[config.mk]
export PLATFORM = sky130hd
export DESIGN_NAME = nibble_serial_addsub_ctrl_flat
export DESIGN_NICKNAME = d
export VERILOG_FILES = /design/src/rtl/nibble_serial_addsub_ctrl_if.sv /design/src/rtl/nibble_serial_addsub_ctrl.sv /design/src/flat_wrapper.sv
export SDC_FILE = /design/constraint.sdc
export NUM_CORES = 1
export LEC_CHECK = 0
export ABC_AREA = 1
export BUFFER_PORTS_ARGS = -buffer_cell sky130_fd_sc_hd__buf_4
export CORE_MARGIN = 5
export CORE_UTILIZATION = 30
export DETAILED_ROUTE_END_ITERATION = 10
export HOLD_SLACK_MARGIN = 0.02
export RECOVER_POWER = 25
export SLEW_MARGIN = 20
export SYNTH_ARGS = -nofsm -noshare
export SYNTH_HDL_FRONTEND = slang
export SYNTH_SLANG_ARGS = --single-unit
[constraint.sdc]
create_clock -name clk -period 2.6 [get_ports clk]
set_input_delay 0 -clock clk [delete_from_list [all_inputs] [get_ports clk]]
set_output_delay 0 -clock clk [all_outputs]
set_load 0.03 [all_outputs]
[src/rtl/nibble_serial_addsub_ctrl_if.sv]
`default_nettype none
// ============================================================================
//  Module   : nibble_serial_addsub_ctrl_if
//  Purpose  : Handshake/operand bundle for nibble_serial_addsub_ctrl.
//             master = front end that issues requests, slave = controller.
//  Signals  : start, op, a[W-1:0], b[W-1:0]       (master -> slave)
//             busy, done, result[W-1:0], cout      (slave -> master)
//             ovf                                  (slave -> master, only
//                                                   with ADDSUB_OVF_EN)
//  Macro    : ADDSUB_OVF_EN adds the ovf signal.
//  Revision : 1.0 - initial release
// ============================================================================
interface nibble_serial_addsub_ctrl_if #(
   parameter int NIBBLES = 4
);
   logic                   start;
   logic                   op;
   logic [4*NIBBLES-1:0]   a;
   logic [4*NIBBLES-1:0]   b;
   logic                   busy;
   logic                   done;
   logic [4*NIBBLES-1:0]   result;
   logic                   cout;
`ifdef ADDSUB_OVF_EN
   logic                   ovf;
`endif

   modport master (
      output start, op, a, b,
`ifdef ADDSUB_OVF_EN
      input  ovf,
`endif
      input  busy, done, result, cout
   );

   modport slave (
      input  start, op, a, b,
`ifdef ADDSUB_OVF_EN
      output ovf,
`endif
      output busy, done, result, cout
   );
endinterface
`default_nettype wire

[src/rtl/nibble_serial_addsub_ctrl.sv]
`default_nettype none
// ============================================================================
//  Module   : nibble_serial_addsub_ctrl
//  Purpose  : Runs W-bit (W = 4*NIBBLES) add/subtract through a single 4-bit
//             add/sub slice, one nibble per clock, LS nibble first, with the
//             inter-nibble carry held in a register.
//  Ports    : clk    - rising-edge clock
//             rst_n  - asynchronous active-low reset
//             bus    - slave modport: start/op/a/b in; busy/done/result/cout
//                      (and ovf) out
//  Params   : NIBBLES - operand width in nibbles, 2..16
//  Macro    : ADDSUB_OVF_EN - adds the registered signed-overflow output ovf
//  Revision : 1.0 - initial release
// ============================================================================
module nibble_serial_addsub_ctrl #(
   parameter int NIBBLES = 4
) (
   input  logic                          clk,
   input  logic                          rst_n,
   nibble_serial_addsub_ctrl_if.slave    bus
);

   localparam int c_width = 4 * NIBBLES;
   localparam int c_idx_w = $clog2(NIBBLES);
   localparam logic [c_idx_w-1:0] c_last_idx = c_idx_w'(NIBBLES - 1);

   typedef enum logic [1:0] {
      S_IDLE = 2'd0,
      S_RUN  = 2'd1,
      S_DONE = 2'd2
   } state_t;

   state_t                 r_state;
   logic [c_width-1:0]     r_a;
   logic [c_width-1:0]     r_b;
   logic                   r_op;
   logic                   r_carry;
   logic [c_idx_w-1:0]     r_idx;
   logic [c_width-1:0]     r_result;
   logic                   r_cout;
   logic                   r_busy;
   logic                   r_done;
`ifdef ADDSUB_OVF_EN
   logic                   r_ovf;
`endif

   // Nibble slice datapath: A[i] + (op ? ~B[i] : B[i]) + carry
   logic [c_idx_w+1:0]     w_base;
   logic [3:0]             w_a_nib;
   logic [3:0]             w_b_nib;
   logic [4:0]             w_sum;
   logic                   w_last;

   assign w_base  = {r_idx, 2'b00};
   assign w_a_nib = r_a[w_base +: 4];
   assign w_b_nib = r_b[w_base +: 4] ^ {4{r_op}};
   assign w_sum   = {1'b0, w_a_nib} + {1'b0, w_b_nib} + {4'b0000, r_carry};
   assign w_last  = (r_idx == c_last_idx);

   always_ff @(posedge clk or negedge rst_n) begin
      if (!rst_n) begin
         r_state  <= S_IDLE;
         r_a      <= '0;
         r_b      <= '0;
         r_op     <= 1'b0;
         r_carry  <= 1'b0;
         r_idx    <= '0;
         r_result <= '0;
         r_cout   <= 1'b0;
         r_busy   <= 1'b0;
         r_done   <= 1'b0;
`ifdef ADDSUB_OVF_EN
         r_ovf    <= 1'b0;
`endif
      end else begin
         r_done <= 1'b0;
         case (r_state)
            // DONE accepts exactly like IDLE so operations can run back to back
            S_IDLE, S_DONE: begin
               if (bus.start) begin
                  r_a     <= bus.a;
                  r_b     <= bus.b;
                  r_op    <= bus.op;
                  r_carry <= bus.op;   // +1 of the two's complement on subtract
                  r_idx   <= '0;
                  r_busy  <= 1'b1;
                  r_state <= S_RUN;
               end else begin
                  r_state <= S_IDLE;
               end
            end
            S_RUN: begin
               r_result[w_base +: 4] <= w_sum[3:0];
               r_carry               <= w_sum[4];
               if (w_last) begin
                  r_cout  <= w_sum[4];
`ifdef ADDSUB_OVF_EN
                  r_ovf   <= (w_a_nib[3] == w_b_nib[3]) && (w_sum[3] != w_a_nib[3]);
`endif
                  r_busy  <= 1'b0;
                  r_done  <= 1'b1;
                  r_state <= S_DONE;
               end else begin
                  r_idx   <= r_idx + 1'b1;
               end
            end
            default: begin
               r_busy  <= 1'b0;
               r_state <= S_IDLE;
            end
         endcase
      end
   end

   assign bus.busy   = r_busy;
   assign bus.done   = r_done;
   assign bus.result = r_result;
   assign bus.cout   = r_cout;
`ifdef ADDSUB_OVF_EN
   assign bus.ovf    = r_ovf;
`endif

endmodule
`default_nettype wire

[src/flat_wrapper.sv]
// flat-port wrapper written by rule: the top's interface ports become plain ports
module nibble_serial_addsub_ctrl_flat 
#(
   parameter int NIBBLES = 4
)
  (clk, rst_n, bus_start, bus_op, bus_a, bus_b, bus_busy, bus_done, bus_result, bus_cout);
  nibble_serial_addsub_ctrl_if #(.NIBBLES(NIBBLES)) bus_i ();
  input  logic clk;
  input  logic rst_n;
  input wire logic [$bits(bus_i.start)-1:0] bus_start;
  input wire logic [$bits(bus_i.op)-1:0] bus_op;
  input wire logic [$bits(bus_i.a)-1:0] bus_a;
  input wire logic [$bits(bus_i.b)-1:0] bus_b;
  output wire logic [$bits(bus_i.busy)-1:0] bus_busy;
  output wire logic [$bits(bus_i.done)-1:0] bus_done;
  output wire logic [$bits(bus_i.result)-1:0] bus_result;
  output wire logic [$bits(bus_i.cout)-1:0] bus_cout;
  assign bus_i.start = bus_start;
  assign bus_i.op = bus_op;
  assign bus_i.a = bus_a;
  assign bus_i.b = bus_b;
  assign bus_busy = bus_i.busy;
  assign bus_done = bus_i.done;
  assign bus_result = bus_i.result;
  assign bus_cout = bus_i.cout;
  nibble_serial_addsub_ctrl #(.NIBBLES(NIBBLES)) u_core (.clk(clk), .rst_n(rst_n), .bus(bus_i));
endmodule
==> results.yml, run 1 <==
run_status:
  status: "finished clean"
place:
  port_buffers: 54
  gp_congestion: 0.855
  dpl_cell_area_um2: 3290
  dp_hpwl_mm: 4.93
clock_network:
  clockBufferDepth: 2
  cts_buffers: 9
  cts_max_level: 3
  clkSinkCount: 57
  path_clk_slew_ps: 60
  clk_latency_ps: 340
  clockRootBuffer: "clkbuf_8"
  cts_resized: 0
  cts_tree: "yes"
power:
  power.leakage_nw: 1.97
  power_mw: 4.97
  p_per_area_nw_per_um2: 1290
  p_clk_share_pct: 16.2
  sw_frac_of_total_pct: 45.0
  power_switching_mw: 2.24
  power_frac_seq_pct: 30.3
  combPwrFrac_pct: 53.4
  power.internal_mw: 2.73
  ir_drop_v: 0.000418
worst_setup_path:
  cp_data_required_time_ps: 2850
  crit_chain: "inv_2 -> nand2_1 -> nand3_1 -> nand2_1 -> xor2_1 -> fa_1 -> fa_1 -> nor2_1 -> nand2_1 -> o21ai_0"
  critPathLaunch: "u_core.r_idx[0]"
  path_common_cell: "nand2_1"
  end_kind: "flop"
  critPathBufInv: 1
  critical_path_class: "reg2reg"
  r2r-end: "u_core.bus.result[5]"
  arrival_ps: 2630
  startpoint_type: "flop"
  r2r_slack_ps: 220
  reg2reg_from: "u_core.r_idx[0]"
  slowest_stage: "fa_1"
  worst-path-max-fanout: 11
  reg2reg_depth: 10
  critical-path-max-stage-delay_ps: 500
  crit_family: "adder cells"
synthesis:
  ys_ff_latch: 57
  synth_xor_area_share_pct: 1.85
  synth_cell_types: 32
  synth_compound_area_share_pct: 8.98
  synthArstFlopShare_pct: 100
  yosys.area.top_type_share_pct: 51.4
  syn_nets: 373
  synth_adder_area_share_pct: 5.50
  synth_top_family_by_area: "simple AND/OR/NAND/NOR gates"
  synthTopCellsByArea: "dfrtp_1, nand2_1, o21ai_0"
  synth_edf_count: 0
  netlist_area_um2: 2770
  yosysTopAreaCell: "dfrtp_1"
  synthFlopType: "dfrtp_1"
  synth_common_cells: "nand2_1, dfrtp_1, o21ai_0, inv_1, nand3_1"
  synthCells: 326
  synth-simple-area-share_pct: 25.6
  post-synth-top-count-cell: "nand2_1"
  muxShareOfSynthArea_pct: 0.406
  syn_avg_cell_area_um2: 8.51
  yosysSeqAreaShare_pct: 51.4
  yosys_warnings: 0
die:
  initial_core_util_pct: 30.5
  die_h_um: 106
  rows: 35
  die-area_um2: 11300
  core_area_um2: 9110
  die_w_um: 106
  io_pins: 55
min_path:
  holdCritPathClass: "in2reg"
  hold_path_end: "u_core.r_a[1]"
  holdCritStartpoint: "bus_a[1]"
  hold_depth: 4
drt:
  ant_nets: 0
  vias: 2384
  wl_mm: 6.82
  drc: 0
  first_pass_iters: 4
  viasPerCell: 4.44
  wl_per_cell_um: 12.7
  drtIter0Drc: 99
timing:
  rsz0062_at_grt: "false"
  setup_tns_ps: 0
  post-route-period-util_pct: 91.7
  slew_violations: 0
  worstMarginPinSlew_ps: 1390
  hold_viol: 0
  min_period_ps: 2380
  max_slew_margin_pct: 7.46
  setup_viol: 0
  fin_skew_ps: 7.50
  fmaxAchievable_ghz: 0.419
global_routing:
  busiest_layer: "met2"
  met1_usage_pct: 16.7
  met3_usage_pct: 3.64
  grt_pass1_wl_mm: 11.7
  use_met2_pct: 20.5
  grt_max_degree: 58
  antenna_found_initial: 0
  grt_overflow: 0
  grt_pass1_vias: 2471
  grt_usage_pct: 12.9
final_layout:
  nets: 469
  drive_above_1_share_pct: 22.5
  syn_to_final_growth_pct: 38.8
  finalInstanceArea_um2: 3850
  n_antenna_cell: 0
flow_run:
  maxCapViolCount: 0
-- power groups by stage --
stage / registers (mW) / logic (mW) / clock network [mW]
after floorplan: 1.66 / 1.71 / 0
after global placement: 1.53 / 2.56 / 0
after detailed placement: 1.53 / 2.62 / 0
after CTS: 1.52 / 2.68 / 0.833
after global routing: 1.56 / 3.01 / 0.865
final: 1.51 / 2.66 / 0.806
-- tightest hold or removal path, stage by stage --
cell and delay, ps:
dlygate4sd3_1 520, buf_4 90, nand2_1 40, nand2_1 40
-- metal layers --
| layer | wire length [µm] | share of wire (%) |
|---|---|---|
| met1 | 3220 | 47 |
| met5 | 0 | 0 |
| met2 | 3230 | 47 |
| met4 | 104 | 1.5 |
| met3 | 262 | 3.8 |
-- area by class of cell --
type                       count  area, µm²
multi-input combinational    232       1170
clock buffer                  14        193
fill                         943       5260
clock inverter                 1       7.51
timing repair buffer          97        816
inverter                      25       93.8
sequential                    57       1430
tap                          111        139
-- cell usage in the layout, fill, tap and decap left out, types with 4 or more instances in the layout --
| master | instances |
|---|---|
| a21oi_1 | 5 |
| o21ai_0 | 27 |
| nand3_1 | 13 |
| ha_1 | 9 |
| dfrtp_1 | 57 |
| inv_1 | 19 |
| clkbuf_8 | 14 |
| buf_4 | 60 |
| dlygate4sd3_1 | 36 |
| nor2_1 | 9 |
| nand2_1 | 134 |
| o21ai_1 | 4 |
| nand2_2 | 4 |
| xor2_1 | 4 |
| inv_2 | 6 |
-- timing repair --
item                                    4_1_cts  5_1_grt
hold buffers                                 36        0
endpoints found under the setup margin        0        0
hold endpoints to repair                     91        0
buffers inserted                              0        0
-- worst max-delay path by stage --
stage | end | cells past startpoint
after floorplan | u_core.bus.result[6] | 11
after global placement | u_core.bus.result[6] | 11
after detailed placement | u_core.bus.result[5] | 10
after CTS | u_core.bus.result[5] | 10
after global routing | u_core.bus.result[6] | 11
final | u_core.bus.result[5] | 10
-- through the flow --
stage,hold slack (ps),utilization [%],std cells,setup slack [ps]
floorplan,-296,-,326,301
global placement,99.7,36.1,486,282
detailed placement,104,36.1,486,205
CTS,272,42.3,537,211
global route,406,42.3,537,12.2
finish,400,42.3,537,215
-- registers in the layout, summed over array words and instances (netlist names) --
signal and cells:
u_core.bus.cout 1, u_core.bus.busy 1, u_core.r_state 2, u_core.r_a 16, u_core.r_idx 2, u_core.bus.done 1
u_core.r_b 16, u_core.r_carry 1, u_core.bus.result 16, u_core.r_op 1
-- cells by family (layout without fill, tap and decap cells) --
family,Yosys count,count (layout)
AO/OA/AOI/OAI,45,45
XOR/XNOR,5,5
flip-flops,57,57
buffers and inverters,37,137
AND/OR/NAND/NOR,170,170
adder cells (fa/ha/maj),11,11
multiplexers,1,1
No activity file was read; power rests on OpenSTA's default activity.
==> run 2: changes to the inputs <==
--- a/config.mk
+++ b/config.mk
@@ -5,8 +5,8 @@
 export SDC_FILE = /design/constraint.sdc
 export NUM_CORES = 1
 export LEC_CHECK = 0
-export ABC_AREA = 1
 export BUFFER_PORTS_ARGS = -buffer_cell sky130_fd_sc_hd__buf_4
+export CAP_MARGIN = 0
 export CORE_MARGIN = 5
 export CORE_UTILIZATION = 30
 export DETAILED_ROUTE_END_ITERATION = 10
==> run 2 against run 1 <==
  * Power grew 10%
  * Hold slack better by 35 ps
  * Synthesized cell count is 38% lower
  * Register-to-register slack lost 60 ps
  * First-iteration DRC count is 57% lower
  * Combinational power grew 7.5%
==> results.yml, run 2 <==
run_status:
  status: "finished clean"
flow_run:
  maxCapViolCount: 0
synthesis:
  ys_ff_latch: 57
  yosysTopAreaCell: "dfrtp_1"
  syn_nets: 250
  synth_edf_count: 0
  netlist_area_um2: 2690
  synthFlopType: "dfrtp_1"
  synthCells: 203
  syn_avg_cell_area_um2: 13.2
  post-synth-top-count-cell: "dfrtp_1"
  synth_common_cells: "dfrtp_1, mux2_2, nand2_1, o21ai_0"
  yosys.area.top_type_share_pct: 53.1
  synthArstFlopShare_pct: 100
  yosys_warnings: 0
  yosysSeqAreaShare_pct: 53.1
  synth_cell_types: 29
  synthTopCellsByArea: "dfrtp_1, mux2_2, mux4_1"
place:
  port_buffers: 54
  placed_cells: 361
  dpl_cell_area_um2: 3200
  gp_congestion: 0.722
  dp_hpwl_mm: 3.99
global_routing:
  grt_overflow: 0
  grt_pass1_wl_mm: 9.74
  grt_usage_pct: 11.0
  grt_pass1_vias: 2008
  grt_max_degree: 58
  antenna_found_initial: 0
timing:
  worstMarginPinSlew_ps: 1430
  slew_violations: 0
  hold_viol: 0
  post-route-period-util_pct: 94.0
  fmaxAchievable_ghz: 0.409
  setup_viol: 0
  fin_hold_ws_ps: 435
  setup_tns_ps: 0
  max_slew_margin_pct: 4.97
  fin_skew_ps: 7.72
  min_period_ps: 2440
final_layout:
  final_cell_mix: "dfrtp_1, buf_4, dlygate4sd3_1"
  nets: 347
  final_common_cell: "dfrtp_1"
  finalInstanceArea_um2: 3830
  n_antenna_cell: 0
  instances_no_fill: 413
  syn_to_final_growth_pct: 42.4
  drive_above_1_share_pct: 36.4
power:
  power.leakage_nw: 1.74
  ir_drop_v: 0.000798
  p_per_area_nw_per_um2: 1440
worst_setup_path:
  startpoint_type: "flop"
  reg2reg_from: "u_core.r_idx[0]"
  cp_data_required_time_ps: 2820
  worst-path-max-fanout: 5
  arrival_ps: 2660
  r2r_slack_ps: 160
  reg2reg_depth: 9
  r2r-end: "u_core.bus.result[7]"
  critical_path_class: "reg2reg"
  end_kind: "flop"
die:
  core_area_um2: 8720
  initial_core_util_pct: 30.8
  io_pins: 55
  die_h_um: 105
  rows: 34
  die-area_um2: 11000
  die_w_um: 105
drt:
  viasPerCell: 4.45
  drc: 0
  drtIter0Drc: 43
  wl_mm: 5.66
  vias: 1839
  wl_per_cell_um: 13.7
  ant_nets: 0
  first_pass_iters: 4
clock_network:
  cts_tree: "yes"
  clk_latency_ps: 330
  clockBufferDepth: 2
  cts_max_level: 3
  cts_buffers: 9
  path_clk_slew_ps: 70
  clkSinkCount: 57
  clockRootBuffer: "clkbuf_8"
min_path:
  hold_path_end: "u_core.r_b[2]"
  holdCritStartpoint: "bus_b[2]"
  hold_depth: 3
  holdCritPathClass: "in2reg"
run 2: cell count changes after synthesis, sizes merged, moves of 3 or more:
cell,before,now
a22o,0,4
buf,11,8
inv,25,9
mux2,1,33
mux4,0,8
nand2,139,24
nand3,14,0
o21ai,32,13
run 2: per-stage QoR:
stage          setup slack, ps  power (mW)  util [%]
3_3_place_gp              78.2        4.09      36.7
6_report                   157        5.49      43.9
2_1_floorplan             61.9        3.38         -
3_5_place_dp              41.0        4.15      36.7
5_1_grt                  -20.7        5.94      43.9
4_1_cts                   20.2        5.34      43.9
run 2: area by class of cell:
type | instances | area [µm²]
clock buffer | 11 | 151
clock inverter | 5 | 125
fill | 830 | 4890
inverter | 9 | 33.8
multi-input combinational | 129 | 1190
sequential | 57 | 1430
tap | 108 | 135
timing repair buffer | 94 | 761
run 2: worst max-delay path, stage by stage (launching register included):
cell     delay [ps]
dfrtp_2         380
buf_4           160
mux4_1          570
xor2_1          220
ha_4            260
a21oi_2         120
o21ai_0         100
xor2_1          170
buf_4           150
a22o_1          190
run 2: repair_timing:
action	CTS	global route
hold buffers	35	0
buffers inserted	0	1
gates resized for setup	0	6
hold endpoints to repair	92	0
setup endpoints to repair	0	8
run 2: worst max path at each step:
stage	from	end	slack (ps)	depth (start not counted)
4_1_cts	u_core.r_idx[0]	u_core.bus.result[2]	20	6
2_1_floorplan	u_core.r_idx[0]	u_core.bus.result[6]	60	7
3_3_place_gp	u_core.r_idx[0]	u_core.bus.result[6]	80	6
5_1_grt	u_core.r_idx[0]	u_core.bus.result[7]	-20	9
3_5_place_dp	u_core.r_idx[0]	u_core.bus.result[14]	40	6
6_report	u_core.r_idx[0]	u_core.bus.result[7]	160	9
run 2: power breakdown:
part	switching, mW	internal, mW	leakage (nW)
Clock	0.348	0.784	0.140
Sequential	0.222	1.28	0.703
Combinational	1.53	1.33	0.893
run 2: cell families (layout without fill, tap and decap cells):
kind of cell | count (synthesis) | after routing | share of synthesized area [%]
xor+xnor | 6 | 6 | 1.96
simple gates | 43 | 43 | 7.36
buf+inv | 17 | 119 | 3.63
fa+ha+maj | 11 | 11 | 5.68
compound gates | 28 | 28 | 6.80
mux | 41 | 41 | 21.5
flops | 57 | 57 | 53.1
run 2: layer usage:
metal	wire, µm	vias to the layer above	track usage (%)
met4	57	0	3.01
li1	-	914	-
met5	0	-	0
met2	2660	42	17.6
met3	293	8	4.25
met1	2650	875	14.0
==> run 3: changes to the inputs <==
--- a/config.mk
+++ b/config.mk
@@ -11,7 +11,6 @@
 export CORE_UTILIZATION = 30
 export DETAILED_ROUTE_END_ITERATION = 10
 export HOLD_SLACK_MARGIN = 0.02
-export RECOVER_POWER = 25
 export SLEW_MARGIN = 20
 export SYNTH_ARGS = -nofsm -noshare
 export SYNTH_HDL_FRONTEND = slang
==> run 3 against run 2 <==
  * Critical path type unchanged
  * Critical endpoint unchanged
  * Highest routed layer unchanged
  * Register-to-register slack hardly changed
  * Cell count is the same
  * Cell area up 0.85%
  * Clock skew hardly changed
  * Critical path depth did not move
  * Largest cell class unchanged
==> results.yml, run 3 (synthesis results as in run 2) <==
die:
  die_h_um: 105
  core_area_um2: 8720
  io_pins: 55
  rows: 34
  initial_core_util_pct: 30.8
  die-area_um2: 11000
  die_w_um: 105
place:
  port_buffers: 54
  dpl_cell_area_um2: 3200
  place_ws_ps: 41.0
  gp_congestion: 0.722
  dp_hpwl_mm: 3.99
final_layout:
  finalInstanceArea_um2: 3860
  final_cell_mix: "buf_4, dfrtp_1, dlygate4sd3_1"
  n_fill_cell: 827
  n_antenna_cell: 0
  regArea_um2: 1430
  drive_above_1_share_pct: 39.0
  multiInputGateArea_um2: 1190
  final_util_pct: 44.2
  final_common_cell: "buf_4"
  syn_to_final_growth_pct: 43.6
  nets: 347
drt:
  wl_mm: 5.65
  first_pass_iters: 4
  wl_per_cell_um: 13.7
  ant_nets: 0
  drc: 0
  viasPerCell: 4.45
  drtIter0Drc: 45
  vias: 1837
timing:
  fin_skew_ps: 8.00
  setup_viol: 0
  hold_viol: 0
  max_slew_margin_pct: 51.1
  min_period_ps: 2440
  fin_ws_ps: 156
  post-route-period-util_pct: 94.0
  worstMarginPinSlew_ps: 733
  slew_violations: 0
  fmaxAchievable_ghz: 0.409
global_routing:
  grt_pass1_vias: 2008
  grt_pass1_wl_mm: 9.74
  antenna_found_initial: 0
  grt_usage_pct: 11.0
  grt_overflow: 0
  grt_max_degree: 58
worst_setup_path:
  cp_data_required_time_ps: 2820
  worst-path-max-fanout: 5
  end_kind: "flop"
  critical_path_class: "reg2reg"
  slowest_stage: "mux4_1"
  arrival_ps: 2660
  critPathBufInv: 2
  crit_chain: "buf_4 -> mux4_1 -> xor2_1 -> ha_4 -> a21oi_2 -> o21ai_0 -> xor2_1 -> buf_4 -> a22o_1"
  crit_family: "multiplexers"
  startpoint_type: "flop"
  critical-path-max-stage-delay_ps: 570
flow_run:
  maxCapViolCount: 0
clock_network:
  cts_tree: "yes"
  cts_buffers: 9
  clockRootBuffer: "clkbuf_8"
  path_clk_slew_ps: 60
  clkSinkCount: 57
  clk_latency_ps: 330
  clockBufferDepth: 2
  cts_max_level: 3
power:
  p_per_area_nw_per_um2: 1430
  power.leakage_nw: 1.77
  ir_drop_v: 0.000801
  power_mw: 5.53
run_status:
  status: "finished clean"
min_path:
  holdCritPathClass: "in2async"
run 3: changes by cell type in the layout (fill, tap and decap cells not counted), sizes merged:
| cell | before | now |
|---|---|---|
| buf | 50 | 59 |
| clkbuf | 20 | 11 |
run 3: path summary, 6_finish.rpt:
path / end / from / depth (start not counted) / slack (ps)
min in group clk: u_core.r_b[2] / bus_b[2] / 3 / 430
setup / recovery: u_core.bus.result[7] / u_core.r_idx[0] / 9 / 160
max in group asynchronous: u_core.r_idx[0] / rst_n / 2 / 1790
setup reg to reg: u_core.bus.result[7] / u_core.r_idx[0] / 9 / 160
hold reg to reg: u_core.bus.result[5] / u_core.bus.result[5] / 2 / 480
hold / removal: u_core.bus.result[12] / rst_n / 2 / 260
run 3: where the power goes:
| group | switching (mW) | internal, mW | total [mW] |
|---|---|---|---|
| registers | 0.223 | 1.28 | 1.50 |
| logic | 1.53 | 1.37 | 2.89 |
| clock network | 0.348 | 0.784 | 1.13 |
run 3: timing repair:
item                       4_1_cts  5_1_grt
setup endpoints to repair        0        8
hold buffers                    35        0
hold endpoints to repair        92        0
setup buffers                    0        1
gates resized for setup          0        6
run 3: layout make-up:
cell class,count,area share (%)
multi-input combinational,129,30.9
timing repair buffer,94,20.6
clock inverter,5,3.24
tap,108,3.50
sequential,57,37.0
clock buffer,11,3.92
inverter,9,0.875
run 3: metal layers:
layer / GRT usage [%] / share of wire [%]
met1: 14.0 / 46
met2: 17.6 / 47
met3: 4.25 / 5.5
met4: 3.01 / 1.0
met5: 0 / 0
run 3: per-stage QoR:
step / cells / TNS, ps / hold WS (ps)
final: 413 / 0 / 260
after detailed placement: 361 / 0 / 119
after CTS: 412 / 0 / 302
after global routing: 413 / -42.0 / 349
after floorplan: 203 / 0 / -296
after global placement: 361 / 0 / 91.6
